**src/rtl/seg_scan_ctrl.sv**
```systemverilog
// Four-digit multiplexed 7-segment scanner with a double-buffered digit store.
// Outputs are registered (same edge as state entry); writes are stalled via wr_ready while a commit is pending.
module seg_scan_ctrl #(
  parameter int SCAN_TICKS  = 400000,
  parameter int BLANK_TICKS = 4000
) (
  input  logic       clk,
  input  logic       rst_n,
  input  logic       enable,
  input  logic       wr_valid,
  output logic       wr_ready,
  input  logic [1:0] wr_addr,
  input  logic [4:0] wr_data,
  input  logic       commit,
  output logic       pending,
  output logic       frame_done,
  output logic [6:0] seg,
  output logic [3:0] ga
);

  localparam int MAXT = (SCAN_TICKS > BLANK_TICKS) ? SCAN_TICKS : BLANK_TICKS;
  localparam int CW   = (MAXT > 1) ? $clog2(MAXT) : 1;
  localparam logic [CW-1:0] SCAN_LAST  = CW'(SCAN_TICKS - 1);
  localparam logic [CW-1:0] BLANK_LAST = CW'((BLANK_TICKS > 0) ? BLANK_TICKS - 1 : 0);

  typedef enum logic [1:0] {IDLE, BLANK, DRIVE} state_t;

  // With no blanking configured every slot starts directly in DRIVE.
  localparam state_t SLOT_START = (BLANK_TICKS > 0) ? BLANK : DRIVE;

  state_t          state_q, state_d;
  logic [1:0]      digit_q, digit_d;
  logic [CW-1:0]   cnt_q, cnt_d;
  logic [3:0][4:0] shadow_q, shadow_d;
  logic [3:0][4:0] active_q, active_d;
  logic            pending_q, pending_d;
  logic [6:0]      seg_q, seg_d;
  logic [3:0]      ga_q, ga_d;
  logic            frame_end;
  logic            xfer;

  function automatic logic [6:0] hex2seg(input logic [3:0] v);
    logic [6:0] s;
    case (v)
      4'h0: s = 7'b0000001;
      4'h1: s = 7'b1001111;
      4'h2: s = 7'b0010010;
      4'h3: s = 7'b0000110;
      4'h4: s = 7'b1001100;
      4'h5: s = 7'b0100100;
      4'h6: s = 7'b0100000;
      4'h7: s = 7'b0001111;
      4'h8: s = 7'b0000000;
      4'h9: s = 7'b0000100;
      4'hA: s = 7'b0001000;
      4'hB: s = 7'b1100000;
      4'hC: s = 7'b0110001;
      4'hD: s = 7'b1000010;
      4'hE: s = 7'b0110000;
      default: s = 7'b0111000;
    endcase
    return s;
  endfunction

  always_comb begin
    state_d   = state_q;
    digit_d   = digit_q;
    cnt_d     = cnt_q;
    shadow_d  = shadow_q;
    active_d  = active_q;
    pending_d = pending_q;
    seg_d     = 7'h7F;
    ga_d      = 4'hF;

    frame_end = (state_q == DRIVE) && (digit_q == 2'd0) && (cnt_q == SCAN_LAST);
    xfer      = pending_q && (frame_end || (state_q == IDLE));

    if (wr_valid && !pending_q) begin
      shadow_d[wr_addr] = wr_data;
    end

    // A commit seen while a transfer is happening belongs to the old request.
    if (xfer) begin
      active_d  = shadow_q;
      pending_d = 1'b0;
    end else if (commit) begin
      pending_d = 1'b1;
    end

    if (!enable) begin
      state_d = IDLE;
      digit_d = 2'd3;
      cnt_d   = '0;
    end else begin
      case (state_q)
        IDLE: begin
          state_d = SLOT_START;
          digit_d = 2'd3;
          cnt_d   = '0;
        end
        BLANK: begin
          if (cnt_q == BLANK_LAST) begin
            state_d = DRIVE;
            cnt_d   = '0;
          end else begin
            cnt_d = cnt_q + CW'(1);
          end
        end
        DRIVE: begin
          if (cnt_q == SCAN_LAST) begin
            state_d = SLOT_START;
            digit_d = digit_q - 2'd1;
            cnt_d   = '0;
          end else begin
            cnt_d = cnt_q + CW'(1);
          end
        end
        default: begin
          state_d = IDLE;
          digit_d = 2'd3;
          cnt_d   = '0;
        end
      endcase
    end

    // Decode from the post-transfer bank so a new frame shows new data on its first drive.
    if (state_d == DRIVE) begin
      ga_d[digit_d] = 1'b0;
      if (!active_d[digit_d][4]) begin
        seg_d = hex2seg(active_d[digit_d][3:0]);
      end
    end
  end

  always_ff @(posedge clk or negedge rst_n) begin
    if (!rst_n) begin
      state_q   <= IDLE;
      digit_q   <= 2'd3;
      cnt_q     <= '0;
      shadow_q  <= {4{5'b10000}};
      active_q  <= {4{5'b10000}};
      pending_q <= 1'b0;
      seg_q     <= 7'h7F;
      ga_q      <= 4'hF;
    end else begin
      state_q   <= state_d;
      digit_q   <= digit_d;
      cnt_q     <= cnt_d;
      shadow_q  <= shadow_d;
      active_q  <= active_d;
      pending_q <= pending_d;
      seg_q     <= seg_d;
      ga_q      <= ga_d;
    end
  end

  assign wr_ready   = ~pending_q;
  assign pending    = pending_q;
  assign frame_done = frame_end;
  assign seg        = seg_q;
  assign ga         = ga_q;

endmodule

```
**config.mk**
```make
export PLATFORM = sky130hd
export DESIGN_NAME = seg_scan_ctrl
export DESIGN_NICKNAME = d
export VERILOG_FILES = /design/src/rtl/seg_scan_ctrl.sv
export SDC_FILE = /design/constraint.sdc
export NUM_CORES = 1
export LEC_CHECK = 0
export ABC_AREA = 1
export CAP_MARGIN = 20
export CORE_MARGIN = 5
export CORE_UTILIZATION = 53
export DETAILED_ROUTE_END_ITERATION = 6
export PLACE_DENSITY_LB_ADDON = 0.08
export SETUP_SLACK_MARGIN = 0.02
export SLEW_MARGIN = 10
export SYNTH_ARGS = -nofsm -noshare
export SYNTH_HDL_FRONTEND = slang
export SYNTH_SLANG_ARGS = --single-unit
```
**constraint.sdc**
```tcl
create_clock -name clk -period 2.35 [get_ports clk]
set_input_delay 0.47 -clock clk [delete_from_list [all_inputs] [get_ports clk]]
set_output_delay 0.47 -clock clk [all_outputs]
set_load 0.01 [all_outputs]
```
==> flow_summary.json <==
{
  "status": "finished, final reports clean",
  "synth_top_cell_by_area": "dfrtp_1",
  "dieArea_mm2": 0.00944,
  "drtIter0Drc": 221,
  "yosysWarnings": 0,
  "rsz0062_at_grt": "yes",
  "coreArea_mm2": 0.00733,
  "drc": 0,
  "pin_count": 26,
  "dieHeight_um": 97.1,
  "end_kind": "register",
  "layout-drive-gt1-share": 0.311,
  "drtPass1Iterations": 5,
  "grt_first_pass_wirelength_mm": 15.8,
  "worstSetupPathType": "reg2reg",
  "final_util": 0.708,
  "cts_tree": "built",
  "ys_ff_latch": 75,
  "cp-start-kind": "register",
  "cp.required_ns": 2.63,
  "syn_area_per_cell_um2": 8.15,
  "die_x_um": 97.1,
  "antenna_left": 0,
  "cts_inserted_buffers": 9,
  "grt-ovfl-total": 0,
  "setup_violations": 0,
  "clock-sinks": 75,
  "syn_area_mm2": 0.00402,
  "io_buffers": 25,
  "dp_slack_ns": -0.266,
  "relSlewSlack": 0.538,
  "yosysUniqueCellTypes": 32,
  "hold_ws_ns": 0.160,
  "grt_start_max_net_pins": 30,
  "finalMaxSlewViolations": 0,
  "worst_ep_arrival_time_ns": 2.61,
  "cts_root_buffer": "clkbuf_8",
  "insertedDiodeCount": 0,
  "track_usage": 0.205,
  "hold_buffers": 0,
  "vias": 3537,
  "cap_violations": 0,
  "max_freq_mhz": 428,
  "post_drt_wl_per_cell_um": 13.8,
  "clkSlewWorstSetupHoldPaths_ns": 0.09,
  "p_leak_uw": 0.00246,
  "synthCells": 494,
  "cellPowerDensity_mw_per_mm2": 791,
  "seq_area_frac_synth": 0.473,
  "cts_max_path_buffers": 2,
  "hold_path.class": "in2async",
  "fillers": 565,
  "viasPerCell": 5.15,
  "worst_slack_ns": 0.0137,
  "clock_latency_ns": 0.35,
  "gp_congestion": 0.938,
  "synth_nets": 518,
  "dp_hpwl_mm": 6.60,
  "synth.area.top_cells": "dfrtp_1 (34%), nand2_1 (14%), dfstp_2 (14%)",
  "wl_mm": 9.48,
  "antenna_found_initial": 0,
  "worst_pin_slew_ns": 0.693,
  "nets": 607,
  "ir_drop_uv": 575,
  "crit_path_max_fanout": 6,
  "h-tree-depth": 3,
  "reg2reg_from": "digit_q[0]",
  "power_uw": 4110,
  "min_period_ns": 2.34,
  "num_rows": 31,
  "initial_utilization": 0.549,
  "fin_worst_skew_ns": 0.0155,
  "synth_top_area_frac": 0.336,
  "crit_start": "digit_q[0]",
  "min_period_over_period": 0.994,
  "synthToLayoutAreaGrowth_pct": 29.1,
  "grt_pass1_vias": 3425,
  "finalHoldViolations": 0
}
timing repair:
item | CTS | global route
setup buffers | 13 | 6
gates resized for setup | 25 | 37
endpoints found under the setup margin | 8 | 10
pin swaps | 10 | 14
cloned | 0 | 1
state kept, by name (all words and copies together) (netlist names):
name      flops
active_q     20
cnt_q        19
digit_q       2
ga            4
pending       1
seg           7
shadow_q     20
state_q       2
Yosys cell counts:
cell type,number
nand2_1,151
dfrtp_1,54
inv_1,51
nand3_1,48
nor2_1,38
o21ai_0,23
dfstp_2,21
nand2_2,14
ha_1,12
nor3_1,10
nor2_4,7
a21oi_1,6
inv_2,6
nand3_2,6
nand4_1,6
xor2_1,6
nor2_2,5
buf_6,4
nand2_4,4
nand3b_1,4
clkbuf_1,3
and2_1,2
nor3b_1,2
nor4_1,2
o21ai_1,2
buf_2,1
nand4_4,1
nor2_8,1
nor4_2,1
o2111ai_1,1
o22ai_1,1
o311ai_0,1
critical path: stages, from the launching register on:
cell and delay [ns]:
dfstp_2 0.53, inv_1 0.05, ha_1 0.20, nand2_2 0.09
inv_2 0.05, nand4_4 0.08, nand2_8 0.10, buf_6 0.14
nand3_1 0.08, nand2_2 0.08, nand2_2 0.07, nand2_2 0.07
nor2_4 0.22, inv_2 0.10, ha_4 0.17, nand2_2 0.07
nand2_1 0.06, nand2_1 0.06, nand3_1 0.06
power breakdown:
| part | internal (µW) | switching [µW] |
|---|---|---|
| clock | 383 | 487 |
| sequential | 1630 | 152 |
| combinational | 594 | 868 |
final timing paths:
kind / endpoint / slack (ns) / cells past startpoint
max in group asynchronous: pending / 1.47 / 2
min in group clk: shadow_q[18] / 0.48 / 2
setup reg to reg: seg[0] / 0.01 / 18
setup / recovery: seg[0] / 0.01 / 18
hold / removal: active_q[18] / 0.16 / 1
hold reg to reg: shadow_q[18] / 0.48 / 2
cells by family (layout without fill, tap and decap cells):
| logic type | after synthesis | after routing | share of synthesized area |
|---|---|---|---|
| AND/OR/NAND/NOR | 302 | 303 | 0.364 |
| flip-flops | 75 | 75 | 0.473 |
| buffers and inverters | 65 | 158 | 0.0684 |
| AO/OA/AOI/OAI | 34 | 34 | 0.0445 |
| adder cells (fa/ha/maj) | 12 | 12 | 0.0373 |
| XOR/XNOR | 6 | 6 | 0.0131 |
layout make-up:
type | count | area, µm² | area share
multi-input cells | 355 | 2060 | 0.396
inverters | 57 | 216 | 0.0417
flip-flops and latches | 75 | 1900 | 0.367
clock buffers | 10 | 128 | 0.0246
repair buffers | 85 | 723 | 0.139
clock inverters | 6 | 40.0 | 0.00771
well taps | 99 | 124 | 0.0238
cells in the final DEF (no fill, tap or decap), types with 4 or more instances in the layout:
cell type	instances
nand2_4	6
nand2_2	31
dfstp_2	21
a21oi_1	4
nand4_1	6
nor2_2	5
nor3_1	10
buf_4	55
xor2_1	6
nand3_2	6
nand3b_1	4
dfrtp_1	53
inv_2	9
clkdlybuf4s50_1	23
nand3_1	46
inv_1	47
clkbuf_8	9
nand2_1	131
nor2_1	35
ha_1	6
nor2_4	10
buf_6	4
o21ai_0	22
per-stage QoR:
step	cell area [µm²]	TNS, ns	std cells
3_5_place_dp	4650	-1.52	651
3_3_place_gp	4650	-0.811	651
5_1_grt	5190	-0.729	687
2_1_floorplan	4020	0	494
6_report	5190	0	687
4_1_cts	5010	0	680
routing by layer:
metal  up-vias  GRT usage  wire length, µm  share of wire
met2        99      0.304             4300           0.45
met3        18     0.0538              489          0.052
met4         0     0.0756              185          0.020
li1       1755          -                -              -
met1      1665      0.287             4510           0.48
met5         -          0                0              0
Power figures use the tool's default switching activity.
